===== config.mk =====
export PLATFORM = sky130hd
export DESIGN_NAME = beep_tone_ctrl_flat
export DESIGN_NICKNAME = d
export VERILOG_FILES = /design/src/rtl/beep_tone_ctrl_if.sv /design/src/rtl/beep_tone_ctrl.sv /design/src/flat_wrapper.sv
export SDC_FILE = /design/constraint.sdc
export NUM_CORES = 1
export LEC_CHECK = 0
export BUFFER_PORTS_ARGS = -buffer_cell sky130_fd_sc_hd__buf_2
export CAP_MARGIN = 15
export CORE_MARGIN = 4
export CORE_UTILIZATION = 45
export DETAILED_ROUTE_END_ITERATION = 7
export GPL_TIMING_DRIVEN = 1
export PLACE_DENSITY = 0.63
export SLEW_MARGIN = 20
export SYNTH_ARGS = -nofsm -noshare
export SYNTH_HDL_FRONTEND = slang
export SYNTH_SLANG_ARGS = --single-unit

===== constraint.sdc =====
create_clock -name sys_clk -period 4.2 [get_ports sys_clk]
set_clock_uncertainty 0.1 [all_clocks]
set_input_delay 0.42 -clock sys_clk [delete_from_list [all_inputs] [get_ports sys_clk]]
set_output_delay 0.42 -clock sys_clk [all_outputs]
set_load 0.01 [all_outputs]

===== src/rtl/beep_tone_ctrl_if.sv =====
// Key-event / buzzer bundle between the debouncers, the controller and the pin.
interface beep_tone_ctrl_if #(
    parameter int CH_NUM     = 4,
    parameter int TONE_DIV_W = 16,
    parameter int CH_W       = (CH_NUM > 1) ? $clog2(CH_NUM) : 1
);
    logic [CH_NUM-1:0]            keyflag;
    logic [CH_NUM-1:0]            keyvalue;
    logic [1:0]                   mode;
    logic [CH_NUM*TONE_DIV_W-1:0] tone_half;
    logic                         beep;
    logic                         beep_en;
    logic [CH_W-1:0]              active_ch;

    modport master (
        output keyflag, keyvalue, mode, tone_half,
        input  beep, beep_en, active_ch
    );

    modport slave (
        input  keyflag, keyvalue, mode, tone_half,
        output beep, beep_en, active_ch
    );
endinterface


===== src/rtl/beep_tone_ctrl.sv =====
// Multi-channel key-to-buzzer controller: per-channel hold/toggle/one-shot
// request tracking, lowest-index arbitration and a shared tone generator.
module beep_tone_ctrl #(
    parameter int CH_NUM     = 4,
    parameter int TONE_DIV_W = 16,
    parameter int DUR_W      = 24,
    parameter int BEEP_DUR   = 12_500_000
) (
    input  logic            sys_clk,
    input  logic            sys_rst_n,
    beep_tone_ctrl_if.slave bus
);
    localparam int CH_W = (CH_NUM > 1) ? $clog2(CH_NUM) : 1;

    typedef enum logic [1:0] {
        MODE_HOLD    = 2'd0,
        MODE_TOGGLE  = 2'd1,
        MODE_ONESHOT = 2'd2,
        MODE_MUTE    = 2'd3
    } mode_t;

    mode_t                 r_mode;
    logic [CH_NUM-1:0]     r_req;
    logic [DUR_W-1:0]      r_dur [CH_NUM];
    logic [TONE_DIV_W-1:0] r_tone_cnt;
    logic                  r_phase;
    logic                  r_beep;
    logic                  r_beep_en;
    logic [CH_W-1:0]       r_active_ch;

    logic [CH_NUM-1:0]     w_press;
    logic [CH_NUM-1:0]     w_rel;
    logic                  w_mode_chg;
    logic                  w_any;
    logic [CH_W-1:0]       w_win;
    logic [TONE_DIV_W-1:0] w_half;
    logic                  w_dc;
    logic                  w_restart;
    logic                  w_wrap;

    assign w_press    = bus.keyflag & ~bus.keyvalue;
    assign w_rel      = bus.keyflag &  bus.keyvalue;
    assign w_mode_chg = (bus.mode != r_mode);
    assign w_any      = |r_req;

    // Lowest-index requesting channel wins (descending scan, last hit sticks).
    always_comb begin
        w_win = '0;
        for (int unsigned i = CH_NUM; i > 0; i--) begin
            if (r_req[i-1]) w_win = CH_W'(i - 1);
        end
    end

    assign w_half    = bus.tone_half[int'(w_win)*TONE_DIV_W +: TONE_DIV_W];
    assign w_dc      = (w_half == '0);
    assign w_restart = w_any && (!r_beep_en || (w_win != r_active_ch));
    // A counter left above a shrunken half-period just runs on to all-ones and wraps.
    assign w_wrap    = (r_tone_cnt == (w_half - TONE_DIV_W'(1)));

    // Per-channel request bits and one-shot duration counters, cleared on mode change.
    always_ff @(posedge sys_clk or negedge sys_rst_n) begin
        if (!sys_rst_n) begin
            r_mode <= MODE_HOLD;
            r_req  <= '0;
            for (int unsigned i = 0; i < CH_NUM; i++) r_dur[i] <= '0;
        end else begin
            r_mode <= mode_t'(bus.mode);
            for (int unsigned i = 0; i < CH_NUM; i++) begin
                if (w_mode_chg) begin
                    r_req[i] <= 1'b0;
                    r_dur[i] <= '0;
                end else begin
                    case (r_mode)
                        MODE_HOLD: begin
                            if (w_press[i])    r_req[i] <= 1'b1;
                            else if (w_rel[i]) r_req[i] <= 1'b0;
                        end
                        MODE_TOGGLE: begin
                            if (w_press[i]) r_req[i] <= ~r_req[i];
                        end
                        MODE_ONESHOT: begin
                            if (w_press[i]) begin
                                r_req[i] <= 1'b1;
                                r_dur[i] <= DUR_W'(BEEP_DUR - 1);
                            end else if (r_req[i]) begin
                                if (r_dur[i] == '0) r_req[i] <= 1'b0;
                                else                r_dur[i] <= r_dur[i] - DUR_W'(1);
                            end
                        end
                        default: begin
                            r_req[i] <= 1'b0;
                            r_dur[i] <= '0;
                        end
                    endcase
                end
            end
        end
    end

    // Envelope, arbitration result and tone generator; restarts on enable or channel switch.
    always_ff @(posedge sys_clk or negedge sys_rst_n) begin
        if (!sys_rst_n) begin
            r_beep_en   <= 1'b0;
            r_active_ch <= '0;
            r_tone_cnt  <= '0;
            r_phase     <= 1'b0;
            r_beep      <= 1'b0;
        end else if (!w_any) begin
            r_beep_en   <= 1'b0;
            r_active_ch <= '0;
            r_tone_cnt  <= '0;
            r_phase     <= 1'b0;
            r_beep      <= 1'b0;
        end else begin
            r_beep_en   <= 1'b1;
            r_active_ch <= w_win;
            if (w_restart) begin
                r_tone_cnt <= '0;
                r_phase    <= 1'b1;
                r_beep     <= 1'b1;
            end else if (w_wrap) begin
                r_tone_cnt <= '0;
                r_phase    <= ~r_phase;
                r_beep     <= w_dc | ~r_phase;
            end else begin
                r_tone_cnt <= r_tone_cnt + TONE_DIV_W'(1);
                r_beep     <= w_dc | r_phase;
            end
        end
    end

    assign bus.beep      = r_beep;
    assign bus.beep_en   = r_beep_en;
    assign bus.active_ch = r_active_ch;
endmodule


===== src/flat_wrapper.sv =====
// flat-port wrapper written by rule: the top's interface ports become plain ports
module beep_tone_ctrl_flat 
#(
    parameter int CH_NUM     = 4,
    parameter int TONE_DIV_W = 16,
    parameter int DUR_W      = 24,
    parameter int BEEP_DUR   = 12_500_000
)
  (sys_clk, sys_rst_n, bus_keyflag, bus_keyvalue, bus_mode, bus_tone_half, bus_beep, bus_beep_en, bus_active_ch);
  beep_tone_ctrl_if #(.CH_NUM(CH_NUM), .TONE_DIV_W(TONE_DIV_W)) bus_i ();
  input  logic sys_clk;
  input  logic sys_rst_n;
  input wire logic [$bits(bus_i.keyflag)-1:0] bus_keyflag;
  input wire logic [$bits(bus_i.keyvalue)-1:0] bus_keyvalue;
  input wire logic [$bits(bus_i.mode)-1:0] bus_mode;
  input wire logic [$bits(bus_i.tone_half)-1:0] bus_tone_half;
  output wire logic [$bits(bus_i.beep)-1:0] bus_beep;
  output wire logic [$bits(bus_i.beep_en)-1:0] bus_beep_en;
  output wire logic [$bits(bus_i.active_ch)-1:0] bus_active_ch;
  assign bus_i.keyflag = bus_keyflag;
  assign bus_i.keyvalue = bus_keyvalue;
  assign bus_i.mode = bus_mode;
  assign bus_i.tone_half = bus_tone_half;
  assign bus_beep = bus_i.beep;
  assign bus_beep_en = bus_i.beep_en;
  assign bus_active_ch = bus_i.active_ch;
  beep_tone_ctrl #(.CH_NUM(CH_NUM), .TONE_DIV_W(TONE_DIV_W), .DUR_W(DUR_W), .BEEP_DUR(BEEP_DUR)) u_core (.sys_clk(sys_clk), .sys_rst_n(sys_rst_n), .bus(bus_i));
endmodule

==> flow_results.org <==
** STA
- The hold violation count in the final report is 0.
- In the finished design, the share of the clock period the worst path needs comes to 0.912.
- Slew Limit Fails :: 0
- Worst Tran Pin Value :: 1.04 ns
- Headroom to the max-slew limit came out at 0.305.
- Highest achievable clock rate :: between 0.2 and 0.3 GHz
- Unrepaired setup endpoints after global routing :: false
- Setup TNS :: 0 ns
- Post-layout min period :: ~3.8 ns
- Setup violations remaining at the end of the flow were counted as 0.

** CTS
- Clock latency on the worst-skew pair, taken at its later pin, is about 0.42 ns.
- Root buffer cell :: clkbuf_16
- In this run, CTS created clock tree buffers numbering 17.
- Count of H-tree levels built during CTS :: 4
- Clock tree from TritonCTS :: done
- The clock drives 123 sinks.
- The longest clock path from root to sink contains 2 buffers.
- Clock Pin Slew Worst Setup and Hold Paths :: approximately 0.05 ns

** Global routing
- Leftover overflow at the end of global routing :: 0
- GRT Total Usage :: 0.204
- First-pass GRT wire length :: roughly 33000 µm
- Entering global routing, the biggest net connects between 50 and 60 pins.
- The number of global-route vias before repair was 6629.
- Number of antenna violations at the first check in global routing :: 0

** Pwr
- Of the total power, the clock network draws 0.402.
- VDD sags by at most 303 µV.
- Net switching power :: about 1.1 mW
- Static Leakage :: roughly 4.2 nW
- The share of total power dissipated in sequential elements is 0.366.
- Power density over the cells :: 404 mW/mm²
- Of the total power, the share spent switching nets is 0.299.
- Power, Total :: approximately 3.7 mW
- Int Power :: roughly 2.6 mW
- Of the total power, combinational logic draws 0.232.

** Yosys
- Count of flip-flops with a built-in enable after synthesis :: 0
- Unique cell type count in the Yosys netlist :: approximately 70
- After synthesis the cells add up to around 0.0079 mm².
- The commonest cells after synthesis are 123 x dfrtp_1, 123 x nor2_1, 103 x a21oi_1.
- Flop and latch count out of synthesis :: roughly 120
- Top cell type by total area after synthesis :: dfrtp_1
- Synth Net Count :: between 1000 and 1500
- Of the synthesized area, sequential elements account for 0.392.
- During synthesis, Yosys emitted a total of 0 warnings.
- Ranked by total cell area, the synthesized netlist is headed by dfrtp_1 39%, a21oi_1 6.6%, nor2_1 5.9%.
- Async set-or-reset flop fraction in the synthesized netlist :: 1.00
- The most used flip-flop cell after synthesis is dfrtp_1.
- Of the post-synthesis cell area, the dominant cell type holds 0.392.
- Averaged over all synthesized cells, the footprint is ~8.4 µm².
- Synthesis produced 940 cells.

** Floorplanning
- The die covers roughly 0.02 mm².
- The floorplan step set the die height to 140 µm.
- Number of cell rows :: between 40 and 50
- 80 I/O pins were placed.
- Measured along the x axis, the die boundary spans 140 µm.
- For this configuration, the core starts out at a cell density of 0.457.
- The region available for standard cell placement spans 0.0172 mm².

** Run status
- The run finished with clean final reports.

** Detailed routing
- Mean routed wirelength per cell :: 15.7 µm
- In the detailed route, the total length drawn on met3 is between 1000 and 1500 µm.
- Wire segments on met2 add up to 8810 µm in the final route.
- WL met1 :: approximately 9400 µm
- Number of optimization iterations in the first detailed-route pass :: 5
- Routed via count :: about 7100
- Number of remaining DRC errors :: 0
- The final layout contains routed wiring with a total length of a little under 20000 µm.
- Uppermost metal layer occupied by signal nets :: met4
- Number of routed nets with antenna violations :: 0
- Drt initial violations :: slightly below 400
- Via density :: around 5.7

** Placed design
- In this run, placement finished with an instance count of approximately 1200.
- Summing all placed instances gives a cell area of 0.00850 mm².
- IO buf count :: around 80
- Routability-driven placement finished with a final weighted congestion of around 0.9.
- The wire-length estimate of the detail-placed layout is roughly 14000 µm.

** Layout
- Final-stage net count :: 1092
- After routing the design area is ~0.0091 mm².
- Area grow syn2layout :: 16.0%
- Count of antenna diodes in the layout :: 0
- Excluding fillers, the count of instances in the completed layout stands at between 1000 and 1500.
- Share of final-layout standard cells stronger than drive strength 1 :: 0.154

** Worst setup path
- STA classifies the critical path endpoint as a register.
- Data required time at the worst endpoint :: 4.38 ns
- STA classifies the critical path startpoint as a register.
- Class of the most critical setup path :: reg2reg
- Arrival time reported for the critical path endpoint :: between 4 and 5 ns
- Biggest fanout along the worst timing path :: 11

** Min path
- The worst hold path belongs to the class in2reg.

** Flow run
- The tool flagged a number of max-cap violations equal to 0.
power by group through the flow:
stage                     logic, mW  registers, mW  clock network, mW
after detailed placement      0.849           1.36                  0
after floorplan               0.650           1.34                  0
final                         0.853           1.35               1.48
after CTS                     0.855           1.34               1.51
after global placement        0.845           1.36                  0
after global routing          0.968           1.36               1.56
cell type report:
class / count / area (µm²)
sequential: 123 / 3080
fill: 1599 / 8070
multi-input combinational: 743 / 4470
clock inverter: 7 / 87.6
tap: 225 / 282
clock buffer: 23 / 508
inverter: 20 / 75.1
timing repair buffer: 105 / 608
critical path, cell delays in order (launching register included):
cell      delay, ns
dfrtp_1        0.38
inv_1          0.11
ha_1           0.21
or3b_1         0.41
or4_1          0.53
or3_1          0.43
nor4_2         0.27
nand2_1        0.16
o31a_1         0.30
nand2_1        0.24
nand2b_1       0.29
o211ai_1       0.18
o21ai_1        0.09
layout by cell type, fill, tap and decap left out, types with 23 or more instances in the layout:
master     n
or3_1     30
a31oi_1   28
o21ai_0   47
dfrtp_1  123
xor2_1    23
xnor2_1   36
o22a_1    35
nor2_1   123
nand2_1   79
buf_2     78
a21oi_1  103
nor4_1    25
buf_4     25
registers in the layout, summed over array words and instances, names as in the netlist:
| register | count |
|---|---|
| u_core.r_req | 4 |
| u_core.bus.beep_en | 1 |
| u_core.r_phase | 1 |
| u_core.r_dur | 96 |
| u_core.r_tone_cnt | 16 |
| u_core.bus.beep | 1 |
| u_core.bus.active_ch | 2 |
| u_core.r_mode | 2 |
kinds of logic after synthesis:
group / Yosys count / share of synthesized area
xor+xnor: 59 / 0.0658
buf+inv: 74 / 0.0392
simple gates: 383 / 0.247
compound gates: 289 / 0.236
mux: 6 / 0.0108
fa+ha+maj: 6 / 0.00956
flops: 123 / 0.392
worst paths after layout:
| path | startpoint | endpoint | slack [ns] | cells past startpoint |
|---|---|---|---|---|
| max | u_core.r_dur[24] | u_core.r_dur[24] | 0.37 | 12 |
| min | bus_mode[1] | u_core.r_mode[1] | 0.06 | 1 |
| max reg2reg | u_core.r_dur[24] | u_core.r_dur[24] | 0.37 | 12 |
| min reg2reg | u_core.r_dur[1] | u_core.r_dur[1] | 0.41 | 1 |
| max in group asynchronous | sys_rst_n | u_core.r_dur[19] | 2.55 | 3 |
| min in group asynchronous | sys_rst_n | u_core.r_dur[57] | 0.51 | 2 |
stage by stage:
stage                     setup slack [ns]  utilization  hold WS, ns
after floorplan                      0.882            -       0.0244
after global placement               0.534        0.495        0.390
after detailed placement             0.422        0.495        0.399
after CTS                            0.370        0.530       0.0504
after global routing                0.0912        0.530       0.0534
final                                0.370        0.530       0.0637
layer usage:
metal | up-vias | GRT usage
met2 | 196 | 0.318
met5 | - | 0
met1 | 3356 | 0.285
met3 | 20 | 0.0434
li1 | 3562 | -
met4 | 0 | 0.0668
timing repair:
item / 4_1_cts / 5_1_grt
setup buffers: 0 / 0
resized for setup: 0 / 0
hold buffers: 1 / 0
setup endpoints to repair: 0 / 0
hold endpoints to repair: 7 / 0
No activity file was read; power rests on OpenSTA's default activity.
